===== src/rtl/decode_issue_scoreboard.sv =====
// decode_issue_scoreboard
//
// Issue controller for the ID stage of the in-order RISC-V pipeline. Keeps one
// pending-write bit per architectural register. Each cycle it decides whether
// the instruction in ID issues to EX, or stalls for one of these reasons:
//   - a RAW or WAW hazard;
//   - a FENCE/SYSTEM instruction waiting for outstanding writes to drain.
// Writebacks clear pending bits, with a same-cycle bypass. A flush squashes
// only the instruction held in ID.
//
// Handshake: the ID instruction transfers to EX in a cycle where id_valid=1,
// flush=0, id_stall=0 and ex_ready=1; issue_valid marks that cycle. id_stall
// never depends on ex_ready, so ID simply holds while EX is not ready.
//
// Ports
//   clk, rst          clock, synchronous active-high reset
//   id_valid          ID holds a valid instruction
//   id_opcode         instruction[6:0]
//   id_rd             instruction[11:7]
//   id_rs1            instruction[19:15]
//   id_rs2            instruction[24:20]
//   ex_ready          EX can accept an instruction this cycle
//   flush             squash the ID instruction this cycle
//   wb_valid, wb_rd   a register write retires this cycle
//   issue_valid       ID instruction issues this cycle (combinational)
//   id_stall          ID must hold its instruction (combinational)
//   busy_mask         registered pending-write bits, bit 0 always 0
//   drain_active      FSM is in DRAIN (state debug view)
//   stall_cycles      saturating count of id_stall cycles
//   wb_unexpected     sticky: a writeback hit a non-pending register
module decode_issue_scoreboard #(
    parameter int STALL_CNT_W = 16
) (
    input  logic                   clk,
    input  logic                   rst,
    input  logic                   id_valid,
    input  logic [6:0]             id_opcode,
    input  logic [4:0]             id_rd,
    input  logic [4:0]             id_rs1,
    input  logic [4:0]             id_rs2,
    input  logic                   ex_ready,
    input  logic                   flush,
    input  logic                   wb_valid,
    input  logic [4:0]             wb_rd,
    output logic                   issue_valid,
    output logic                   id_stall,
    output logic [31:0]            busy_mask,
    output logic                   drain_active,
    output logic [STALL_CNT_W-1:0] stall_cycles,
    output logic                   wb_unexpected
);

    typedef enum logic {
        RUN   = 1'b0,
        DRAIN = 1'b1
    } state_t;

    state_t state;

    logic        use_rs1;
    logic        use_rs2;
    logic        use_rd;
    logic        serial;
    logic [31:0] wb_onehot;
    logic [31:0] set_onehot;
    logic [31:0] eff;
    logic        eff_any;
    logic        raw;
    logic        waw;
    logic        hazard;
    logic        drain_ne;
    logic        serial_ne;

    // Operand usage by major opcode.
    always_comb begin
        use_rs1 = 1'b0;
        use_rs2 = 1'b0;
        use_rd  = 1'b0;
        serial  = 1'b0;
        case (id_opcode)
            7'b0110011: begin
                use_rs1 = 1'b1;
                use_rs2 = 1'b1;
                use_rd  = 1'b1;
            end
            7'b0010011, 7'b0000011, 7'b1100111: begin
                use_rs1 = 1'b1;
                use_rd  = 1'b1;
            end
            7'b0100011, 7'b1100011: begin
                use_rs1 = 1'b1;
                use_rs2 = 1'b1;
            end
            7'b0110111, 7'b0010111, 7'b1101111: begin
                use_rd = 1'b1;
            end
            7'b0001111, 7'b1110011: begin
                serial = 1'b1;
            end
            default: begin
            end
        endcase
    end

    // A retiring write is already considered complete this cycle (bypass).
    assign wb_onehot = wb_valid ? (32'd1 << wb_rd) : 32'd0;
    assign eff       = busy_mask & ~wb_onehot;
    assign eff_any   = |eff;

    // x0 is never pending, but the explicit checks keep the intent obvious.
    assign raw = (use_rs1 && (id_rs1 != 5'd0) && eff[id_rs1])
               | (use_rs2 && (id_rs2 != 5'd0) && eff[id_rs2]);
    assign waw = use_rd && (id_rd != 5'd0) && eff[id_rd];

    assign hazard    = id_valid & (raw | waw);
    assign drain_ne  = (state == DRAIN) & eff_any;
    assign serial_ne = (state == RUN) & serial & eff_any;

    assign id_stall    = id_valid & ~flush & (hazard | drain_ne | serial_ne);
    assign issue_valid = id_valid & ~flush & ~id_stall & ex_ready;

    assign set_onehot = (issue_valid && use_rd && (id_rd != 5'd0))
                      ? (32'd1 << id_rd) : 32'd0;

    assign drain_active = (state == DRAIN);

    always_ff @(posedge clk) begin
        if (rst) begin
            state         <= RUN;
            busy_mask     <= 32'd0;
            stall_cycles  <= '0;
            wb_unexpected <= 1'b0;
        end else begin
            case (state)
                RUN: begin
                    if (id_valid && !flush && serial && eff_any)
                        state <= DRAIN;
                end
                DRAIN: begin
                    // The last retiring write releases the drain in its own cycle.
                    if (flush || !eff_any)
                        state <= RUN;
                end
                default: state <= RUN;
            endcase

            // Set after clear, so a same-register issue wins over a retire.
            busy_mask <= ((busy_mask & ~wb_onehot) | set_onehot) & 32'hFFFF_FFFE;

            if (id_stall && (stall_cycles != '1))
                stall_cycles <= stall_cycles + 1'b1;

            if (wb_valid && (wb_rd != 5'd0) && !busy_mask[wb_rd])
                wb_unexpected <= 1'b1;
        end
    end

endmodule


===== config.mk =====
export PLATFORM = sky130hd
export DESIGN_NAME = decode_issue_scoreboard
export DESIGN_NICKNAME = d
export VERILOG_FILES = /design/src/rtl/decode_issue_scoreboard.sv
export SDC_FILE = /design/constraint.sdc
export NUM_CORES = 1
export LEC_CHECK = 0
export ABC_AREA = 1
export BUFFER_PORTS_ARGS = -buffer_cell sky130_fd_sc_hd__buf_2
export CAP_MARGIN = 20
export CORE_MARGIN = 2
export CORE_UTILIZATION = 50
export DETAILED_ROUTE_END_ITERATION = 7
export PLACE_DENSITY = 0.73
export SLEW_MARGIN = 15
export SYNTH_ARGS = -nofsm -noshare
export SYNTH_HDL_FRONTEND = slang
export SYNTH_SLANG_ARGS = --single-unit

===== constraint.sdc =====
create_clock -name clk -period 3.5 [get_ports clk]
set_input_delay 0.35 -clock clk [delete_from_list [all_inputs] [get_ports clk]]
set_output_delay 0.35 -clock clk [all_outputs]
set_load 0.03 [all_outputs]

[Yosys cells after proc, flatten, opt, wreduce, memory -nomap -nowiden]
Index checks and enable logic that the tools add are counted.
Word-level totals
  register bits after elaboration: 50
  latch bits: 0
  RAM bits: 0
  bits in read-only memories: 0
  bits of input ports: 33
  logic and storage cells: 86
  memories: 0
Operators by class
  add/sub/neg operators: 1
  multipliers: 0
  divide/modulo/power cells: 0
  $lt $le $gt $ge: 4
  equality and inequality tests: 12
  shift-type cells: 2
  muxes and demuxes: 17
  bitwise gates (word level): 18
  reductions and logical operators: 27
Operator list (count)
  $mux 32: 2
  $shl 1x5->32 const A: 2
  $and 32x32->32: 1
  $not 32->32: 1
  $or 32x32->32: 1
  $reduce_or 32->1: 1
  $eq 7x7->1 const B: 4
  $lt 5x6->1 const B: 4
  $eq 7x6->1 const B: 3
  $bmux 1 s5: 4
  $reduce_bool 5->1: 4
  $add 16x1->16 const B: 1
  $ne 16x16->1 const B: 1
  $eq 7x5->1 const B: 2
  $logic_and 1x1->1: 14
  $mux 1: 10
  $and 1x1->1: 8
  $eq 7x2->1 const B: 1
  $eq 7x4->1 const B: 1
  $reduce_or 7->1: 1
  $reduce_or 6->1: 1
  $or 1x1->1: 4
  $logic_not 1->1: 3
  $not 1->1: 3
  other kinds (4): 4

[Depth between registers and ports, before layout]
Gate-level depths: netlist (run 1).
  depth after elaboration: 20
  gate-level depth with buffers: 23

[Worst setup path before layout (run 1)]
Ideal clock, no wire load.
  path type: in2out
  from: in wb_rd[1]
  to: out issue_valid
  data arrival time: 2.602 ns
  data required time: 3.150 ns
  path slack: 0.548 ns
  stages on the path: 12
  path buffers: 3
  cell sequence: buf_2 -> nor2_4 -> buf_4 -> nand4_1 -> nand2_1 -> inv_1 -> nor4_1 -> nand4_1 -> o21ai_2 -> nand2_2 -> buf_4 -> nor3_1
Between the ends
  longest elaborated chain between the ends: 16
RTL lines
  from (decl): line 44  | input logic [4:0] wb_rd,
  $shl 1x5->32 (*): line 106  | assign wb_onehot = wb_valid ? (32'd1 << wb_rd) : 32'd0;
  $mux 32 (*): line 106
  $not 32->32 (*): line 107  | assign eff = busy_mask & ~wb_onehot;
  $and 32x32->32 (*): line 107
  $bmux 1 s5, on equally long branches: line 111, 112
  $mux 1, on equally long branches: line 111, 112
  $logic_and 1x1->1, on equally long branches: line 111, 112
  $or 1x1->1: line 112  | | (use_rs2 && (id_rs2 != 5'd0) && eff[id_rs2]);
  $or 1x1->1: line 115  | assign hazard = id_valid & (raw | waw);
  $and 1x1->1: line 115
  $or 1x1->1: line 119  | assign id_stall = id_valid & ~flush & (hazard | drain_ne | serial_ne);
  $or 1x1->1 (*): line 119
  $and 1x1->1 (*): line 119
  $not 1->1 (*): line 120  | assign issue_valid = id_valid & ~flush & ~id_stall & ex_ready;
  $and 1x1->1 (*) (2 in a row): line 120
  to (decl): line 45  | output logic issue_valid,
Mark *: on every way between the ends. The rest lies on a longest branch, timed or not. The select of a mux whose other input is x is not followed.

[Worst setup path after layout (run 1)]
  from: in wb_rd[3]
  to: out issue_valid
The elaborated chain is that of the path after synthesis.

==> results.toml, run 1 <==
[outcome]
status = "finished clean"

[layout]
diodes = 0
final_cell_area_um2 = 4806
num-fill-cells = 863
nets = 849
area_growth_pct = 11.82
layout-drive-gt1-share_pct = 13.97
instances_no_fill = 921

[synth]
synth_area_leaders = "dfxtp_1, nand3_1, nand2_1"
synth_nets = 797
synth_edf_count = 0
async_flop_share_pct = 0
synth_area_um2 = 4298
ys_top_cells_by_count = "nand2_1, nand3_1, nor2_1"
synth_ff_type = "dfxtp_1"
ys_seq_elements = 49
yosysSeqAreaShare_pct = 22.82
syn_area_per_cell_um2 = 5.633
synth_cells = 763
synth_top_area_share_pct = 22.82
synth.distinct_cells = 39
yosysTopAreaCell = "dfxtp_1"
synth_most_common_cell = "nand2_1"
synth_warnings = 0

[global_route]
overflow = 0
grt_pass1_wl_um = 25290
grt_max_degree = 49
grt_pass1_vias = 5031
grt_usage_pct = 32.56
antenna_found_initial = 0

[placement]
hpwl_um = 12170
dp.cells = 913
port_buffers = 83
routabilityCongestion = 1.006
place_area_um2 = 4706

[floorplan]
io_pins = 85
die_w_um = 96.72
initial_core_util_pct = 52.05
coreArea_um2 = 8258
die_area_um2 = 9354
die_h_um = 96.72
rows = 33

[sta]
worst_slew_pin_slew_ns = 0.9491
fmax_ghz = 0.3062
finalSetupViolations = 0
fin_crit_ns = 3.266
slew_viol_final = 0
hold_violations = 0
post-route-period-util_pct = 93.32
fin_tns_setup_ns = 0
slew_headroom_pct = 36.73
rsz0062_at_grt = "no"
hold_slack_ns = 0.2236
finClkSkew_ns = 0.02470

[detailed_routing]
drtPass1Iterations = 5
antenna_left = 0
totalWireLength_um = 15790
post_drt_wl_per_cell_um = 17.14
drt-initial-drc-count = 616
viasPerCell = 5.991
via_count = 5518
drc = 0

[hold_path]
hold_start = "flush"
hp-class = "input pin to flip-flop"

[cts]
clkLatencyLatePin_ns = 0.32
clk_path_buf_depth = 2
numClockSinks = 49
ctsRootBufferMaster = "clkbuf_8"
numCtsBuffers = 5
ctsHoldBuffers = 0
cts_tree = "yes"
post_cts_buffers = 0
htreeDepth = 2
cts_resized = 0
clk_pin_slew_ns = 0.10

[setup_path]
crit_arrival_ns = 2.92
cp-start-kind = "input pin"
reg2reg_from = "busy_mask[23]$_SDFF_PP0_"
cp_max_fo = 14
max_stage_delay_ns = 0.27
critPathLaunch = "wb_rd[3]"
crit_path_cell_trace = "buf_2 > clkinvlp_4 > buf_4 > nor3_1 > nand2_1 > nand2_1 > nand4_1 > nor4_1 > nand3_1 > o21ai_2 > nand2_2 > nor3_1 > buf_2"
critPathKind = "input pin to primary output"
cpMaxStageDelayCell = "o21ai_2"
cp-end-kind = "primary output"
cp.required_ns = 3.15

[flow_run]
max-cap-violations = 0

[pwr]
vdd_drop_max_mv = 0.2353
powerDensity_nw_per_um2 = 239.8
power_leakage_nw = 2.209
cells by family after synthesis:
group           after synthesis  synth area share [%]
flops                        49                 22.82
buf+inv                     121                 11.38
compound gates               48                 6.784
fa+ha+maj                     1                0.2911
other cells                   1               0.08725
xor+xnor                     13                 2.649
simple gates                530                 55.98
through the flow:
stage / utilization (%) / setup slack, ns / power (mW)
2_1_floorplan: - / 0.5484 / 0.7241
3_3_place_gp: 56.98 / 0.3167 / 0.7840
3_5_place_dp: 56.98 / 0.2821 / 0.7855
4_1_cts: 58.15 / 0.2742 / 1.151
5_1_grt: 58.20 / 0.03209 / 1.197
6_report: 58.20 / 0.2337 / 1.153
metal layers:
| metal | vias up | wire [µm] | track usage, % |
|---|---|---|---|
| li1 | 2646 | - | - |
| met1 | 2495 | 6444 | 43.05 |
| met2 | 331 | 6977 | 51.39 |
| met3 | 46 | 1815 | 8.671 |
| met4 | 0 | 552 | 11.16 |
| met5 | - | 0 | 0 |
power by group:
| part | total [mW] | switching (mW) | internal [mW] |
|---|---|---|---|
| Combinational | 0.221 | 0.163 | 0.0582 |
| Sequential | 0.559 | 0.000903 | 0.559 |
| Clock | 0.372 | 0.211 | 0.161 |
area by class of cell:
type / count / area, µm² / share of cell area (%)
inverter: 76 / 289.0 / 6.014
sequential: 49 / 980.9 / 20.41
clock inverter: 2 / 13.76 / 0.2864
multi-input combinational: 593 / 2828 / 58.84
timing repair buffer: 90 / 480.5 / 9.997
clock buffer: 6 / 82.58 / 1.718
tap: 105 / 131.4 / 2.734
cell usage in the layout (no fill, tap or decap), types with 2 or more instances in the layout:
master    count
nand2_1     164
nand3_1     139
nor2_1      135
buf_2        83
inv_1        71
nand4_1      60
dfxtp_1      49
a21oi_1      24
nor4_1       10
nor3_1        9
xor2_1        7
o21ai_0       6
xnor2_1       6
clkbuf_8      6
buf_4         6
nor2_2        3
nand2_2       3
a31oi_1       3
a31o_2        3
nor2_4        2
clkinv_1      2
inv_2         2
nor3b_1       2
and2_1        2
a22oi_1       2
o22ai_1       2
a22o_1        2
state kept, by name (all words and copies together) (netlist names):
signal and flops:
busy_mask 31, stall_cycles 16, drain_active 1, wb_unexpected 1
final timing paths:
check             slack [ns]                            to  cells past startpoint
setup / recovery        0.23                   issue_valid                     13
hold / removal          0.22       drain_active$_SDFF_PP0_                      2
setup reg to reg        0.96  stall_cycles[3]$_SDFFE_PP0P_                     16
hold reg to reg         0.50  stall_cycles[6]$_SDFFE_PP0P_                      2
critical path, delay by kind of cell:
family,cells,cell delay (ns)
buffers and inverters,4,0.92
and+or+nand+nor,8,1.37
AOI/OAI and AO/OA,1,0.27
No activity file was read; power rests on OpenSTA's default activity.
==> run 2: changes to the inputs <==
- CORE_UTILIZATION: 50 -> 55
- PLACE_DENSITY: 0.73 -> 0.8
- REMOVE_ABC_BUFFERS: default -> 1
==> run 2 against run 1 <==
Against the previous run:
- the flow now finishes with violations (design-rule violations)
- critical path depth stayed put
- worst hold slack gained 0.017 ns
- sequential share of layout area fell by 0.074 points
- largest power group unchanged
- global-route usage up 4.3 points
- clock power grew 14%
- first-iteration DRC count grew 31%
- core utilization is 4.9 points higher
- highest routed layer unchanged
- clock skew fell by 0.017 ns
==> results.toml, run 2 (synthesis gave the netlist of run 1 again) <==
[cts]
numClockSinks = 49
ctsRootBufferMaster = "clkbuf_8"
cts_tree = "yes"
ctsHoldBuffers = 0
post_cts_buffers = 0
clk_path_buf_depth = 2
htreeDepth = 2
clk_pin_slew_ns = 0.10
clkLatencyLatePin_ns = 0.31
numCtsBuffers = 5
cts_resized = 0

[floorplan]
coreArea_um2 = 7647
rows = 32
die_h_um = 92.40
die_w_um = 92.40
die_area_um2 = 8538
io_pins = 85
initial_core_util_pct = 56.20

[global_route]
grt_usage_pct = 36.81
grt_pass1_wl_um = 25590
overflow = 0
grt_max_degree = 49
grt_pass1_vias = 5125
antenna_found_initial = 0

[detailed_routing]
totalWireLength_um = 15600
drt-initial-drc-count = 807
drtPass1Iterations = 8
via_count = 5605
antenna_left = 0
post_drt_wl_per_cell_um = 16.93
drc = 1
viasPerCell = 6.086

[layout]
largest_reg_flops = 31
diodes = 0
num-fill-cells = 745
regMostFlops = "busy_mask"
final_cell_area_um2 = 4823
mostFrequentLayoutCells = "nand2_1, nand3_1, nor2_1, buf_2, inv_1"
instances_no_fill = 921
reg.largest.list = "busy_mask x31, stall_cycles x16"
final_common_cell = "nand2_1"
multiInputGateArea_um2 = 2828
regArea_um2 = 980.9
area_growth_pct = 12.23
fin_util_pct = 63.07
layout-drive-gt1-share_pct = 14.04
nets = 852

[pwr]
powerDensity_nw_per_um2 = 251.2
power_leakage_nw = 2.222
vdd_drop_max_mv = 0.1646
total_power_mw = 1.212

[setup_path]
cp-end-kind = "primary output"
cp-start-kind = "input pin"
cp_max_fo = 12
crit_arrival_ns = 2.90
cp.required_ns = 3.15
critPathKind = "input pin to primary output"

[placement]
port_buffers = 83
dp.cells = 913
pre_cts_slack_ns = 0.3121
hpwl_um = 11880
place_area_um2 = 4712
routabilityCongestion = 1.039

[sta]
finalSetupViolations = 0
fin_tns_setup_ns = 0
rsz0062_at_grt = "no"
slew_headroom_pct = 37.33
setup_ws_ns = 0.2508
hold_violations = 0
finClkSkew_ns = 0.007378
slew_viol_final = 0
worst_slew_pin_slew_ns = 0.9401
hold_slack_ns = 0.2404
fmax_ghz = 0.3078
fin_crit_ns = 3.249
post-route-period-util_pct = 92.84

[hold_path]
hp-class = "input pin to flip-flop"

[flow_run]
max-cap-violations = 0

[outcome]
violations = "design-rule violations"
status = "finished, violations left"
[run 2: changes by cell type in the layout (fill, tap and decap cells not counted)]
cell	delta
bufinv_16	+1
clkbuf_1	+1
clkinvlp_4	-1
buf_12	-1
clkinv_1	+1
buf_4	+4
clkbuf_8	-1
clkinv_2	-1
[run 2: worst paths after layout]
check	cells after the start	from	to	slack (ns)
max	13	wb_rd[3]	issue_valid	0.25
min	2	flush	drain_active$_SDFF_PP0_	0.24
max reg2reg	17	busy_mask[23]$_SDFF_PP0_	stall_cycles[0]$_SDFFE_PP0P_	0.97
min reg2reg	2	stall_cycles[15]$_SDFFE_PP0P_	stall_cycles[15]$_SDFFE_PP0P_	0.51
[run 2: layout make-up]
type / instances / area share (%)
multi-input cells: 593 / 58.63
flip-flops and latches: 49 / 20.34
repair buffers: 93 / 10.17
inverters: 76 / 5.914
well taps: 102 / 2.646
clock buffers: 6 / 1.505
clock inverters: 2 / 0.8041
[run 2: report_power, final]
| group | internal [mW] | switching, mW | leakage (nW) |
|---|---|---|---|
| Combinational | 0.0602 | 0.168 | 1.77 |
| Sequential | 0.558 | 0.000828 | 0.395 |
| Clock | 0.215 | 0.209 | 0.0554 |
[run 2: per-layer routing]
layer,global-route usage (%),share of wire (%),up-vias
li1,-,-,2654
met1,47.74,39,2490
met2,59.85,45,400
met3,7.404,12,61
met4,14.80,4.2,0
met5,0,0,-
[run 2: worst max-delay path, cell delays in order]
cell and delay, ns:
buf_2 0.09, clkinv_1 0.24, buf_4 0.28, nor2_1 0.20, nand2_1 0.18, nand2_1 0.17
nand4_1 0.14, nor4_1 0.23, nand3_1 0.18, o21ai_2 0.24, nand2_2 0.19, nor3_1 0.16
buf_2 0.22
==> run 3: changes to the inputs <==
- CORE_UTILIZATION: 55 -> 60
- PLACE_DENSITY: 0.8 -> 0.86
==> run 3 against run 2 <==
Against the previous run:
- the flow now finishes without violations
- die area decreased by 8.0%
- sequential power about the same
- critical path depth decreased by 1
- count of clock-buffer cells in the layout decreased by 1
- fmax increased by 1.7%
- combinational power decreased by 3%
- worst hold slack got worse by 0.021 ns
- final cell count decreased by 0.98%
- critical endpoint unchanged
==> results.toml, run 3 (synthesis gave the netlist of run 1 again) <==
[flow_run]
max-cap-violations = 0

[setup_path]
reg2reg_from = "busy_mask[22]$_SDFF_PP0_"
cp_max_fo = 14
crit_arrival_ns = 2.85
cp.required_ns = 3.15
critPathLaunch = "wb_rd[3]"
cp-end-kind = "primary output"
cp-start-kind = "input pin"
critPathKind = "input pin to primary output"

[sta]
post-route-period-util_pct = 91.30
worst_slew_pin_slew_ns = 0.9195
finalSetupViolations = 0
fmax_ghz = 0.3129
finClkSkew_ns = 0.01021
slew_headroom_pct = 38.70
hold_violations = 0
slew_viol_final = 0
rsz0062_at_grt = "no"
fin_crit_ns = 3.196
fin_tns_setup_ns = 0

[layout]
instances_no_fill = 912
area_growth_pct = 11.15
nets = 849
largest_reg_flops = 31
num-fill-cells = 634
diodes = 0
final_common_cell = "nand2_1"
mostFrequentLayoutCells = "nand2_1, nand3_1, nor2_1, buf_2, inv_1"
layout-drive-gt1-share_pct = 13.85
regMostFlops = "busy_mask"
reg.largest.list = "busy_mask x31, stall_cycles x16"

[detailed_routing]
drt-initial-drc-count = 786
drtPass1Iterations = 8
via_count = 5651
viasPerCell = 6.196
antenna_left = 0
drc = 0
totalWireLength_um = 15460
post_drt_wl_per_cell_um = 16.95

[global_route]
antenna_found_initial = 0
grt_pass1_vias = 5018
grt_max_degree = 49
grt_pass1_wl_um = 24690
grt_usage_pct = 40.22
overflow = 0

[cts]
clk_pin_slew_ns = 0.10
numClockSinks = 49
post_cts_buffers = 0
numCtsBuffers = 5
cts_tree = "yes"
ctsHoldBuffers = 0
ctsRootBufferMaster = "clkbuf_8"
cts_resized = 0
clkLatencyLatePin_ns = 0.32
clk_path_buf_depth = 2
htreeDepth = 2

[hold_path]
hold_start = "flush"
hp-class = "input pin to flip-flop"

[placement]
dp.cells = 904
port_buffers = 83
routabilityCongestion = 1.004
hpwl_um = 11660

[floorplan]
die_area_um2 = 7856
rows = 30
io_pins = 85
coreArea_um2 = 6869
die_w_um = 88.64
die_h_um = 88.64
initial_core_util_pct = 62.57

[pwr]
vdd_drop_max_mv = 0.1816
power_leakage_nw = 2.201
powerDensity_nw_per_um2 = 242.3

[outcome]
status = "finished clean"
## run 3: area by class of cell
type	instances	area, µm²	share of cell area (%)
Multi-Input combinational cell	593	2828	59.19
Sequential cell	49	980.9	20.53
Tap cell	96	120.1	2.514
Clock inverter	3	26.28	0.5500
Timing Repair Buffer	90	467.9	9.796
Inverter	76	285.3	5.972
Clock buffer	5	68.82	1.441
## run 3: routing by layer
| layer | part of all wire, % | track usage, % | wire length [µm] | up-vias |
|---|---|---|---|---|
| met2 | 46 | 63.77 | 7111 | 422 |
| met4 | 4.2 | 18.60 | 654 | 0 |
| met5 | 0 | 0 | 0 | - |
| met1 | 38 | 52.99 | 5870 | 2505 |
| li1 | - | - | - | 2646 |
| met3 | 12 | 7.369 | 1821 | 78 |
## run 3: power by group
group,switching (mW),internal [mW]
sequential,0.000854,0.559
clock,0.229,0.147
combinational,0.164,0.0580
## run 3: worst max-delay path, stage by stage
cell      delay [ns]
buf_2           0.24
clkinv_1        0.26
nor3_1          0.40
nand2_1         0.15
nand2_1         0.15
inv_1           0.07
nor4_1          0.33
nand4_1         0.21
o21ai_2         0.25
nand2_2         0.09
nor3_1          0.12
buf_2           0.22
## run 3: stage by stage
stage | total power [mW] | instance area (µm²) | util (%) | worst slack (ns) | hold slack, ns
3_3_place_gp | 0.7822 | 4682 | 68.16 | 0.3802 | 0.4638
2_1_floorplan | 0.6859 | 4094 | - | 0.5942 | 0.4191
3_5_place_dp | 0.7861 | 4682 | 68.16 | 0.3346 | 0.4741
6_report | 1.157 | 4777 | 69.54 | 0.3044 | 0.2195
4_1_cts | 1.145 | 4777 | 69.54 | 0.3687 | 0.2252
5_1_grt | 1.192 | 4777 | 69.54 | 0.1361 | 0.2342
## run 3: final timing paths
path | cells past startpoint | to | slack [ns]
worst max-delay path | 12 | issue_valid | 0.30
worst min-delay path | 2 | drain_active$_SDFF_PP0_ | 0.22
worst max register to register | 16 | stall_cycles[14]$_SDFFE_PP0P_ | 0.95
worst min register to register | 2 | stall_cycles[15]$_SDFFE_PP0P_ | 0.49
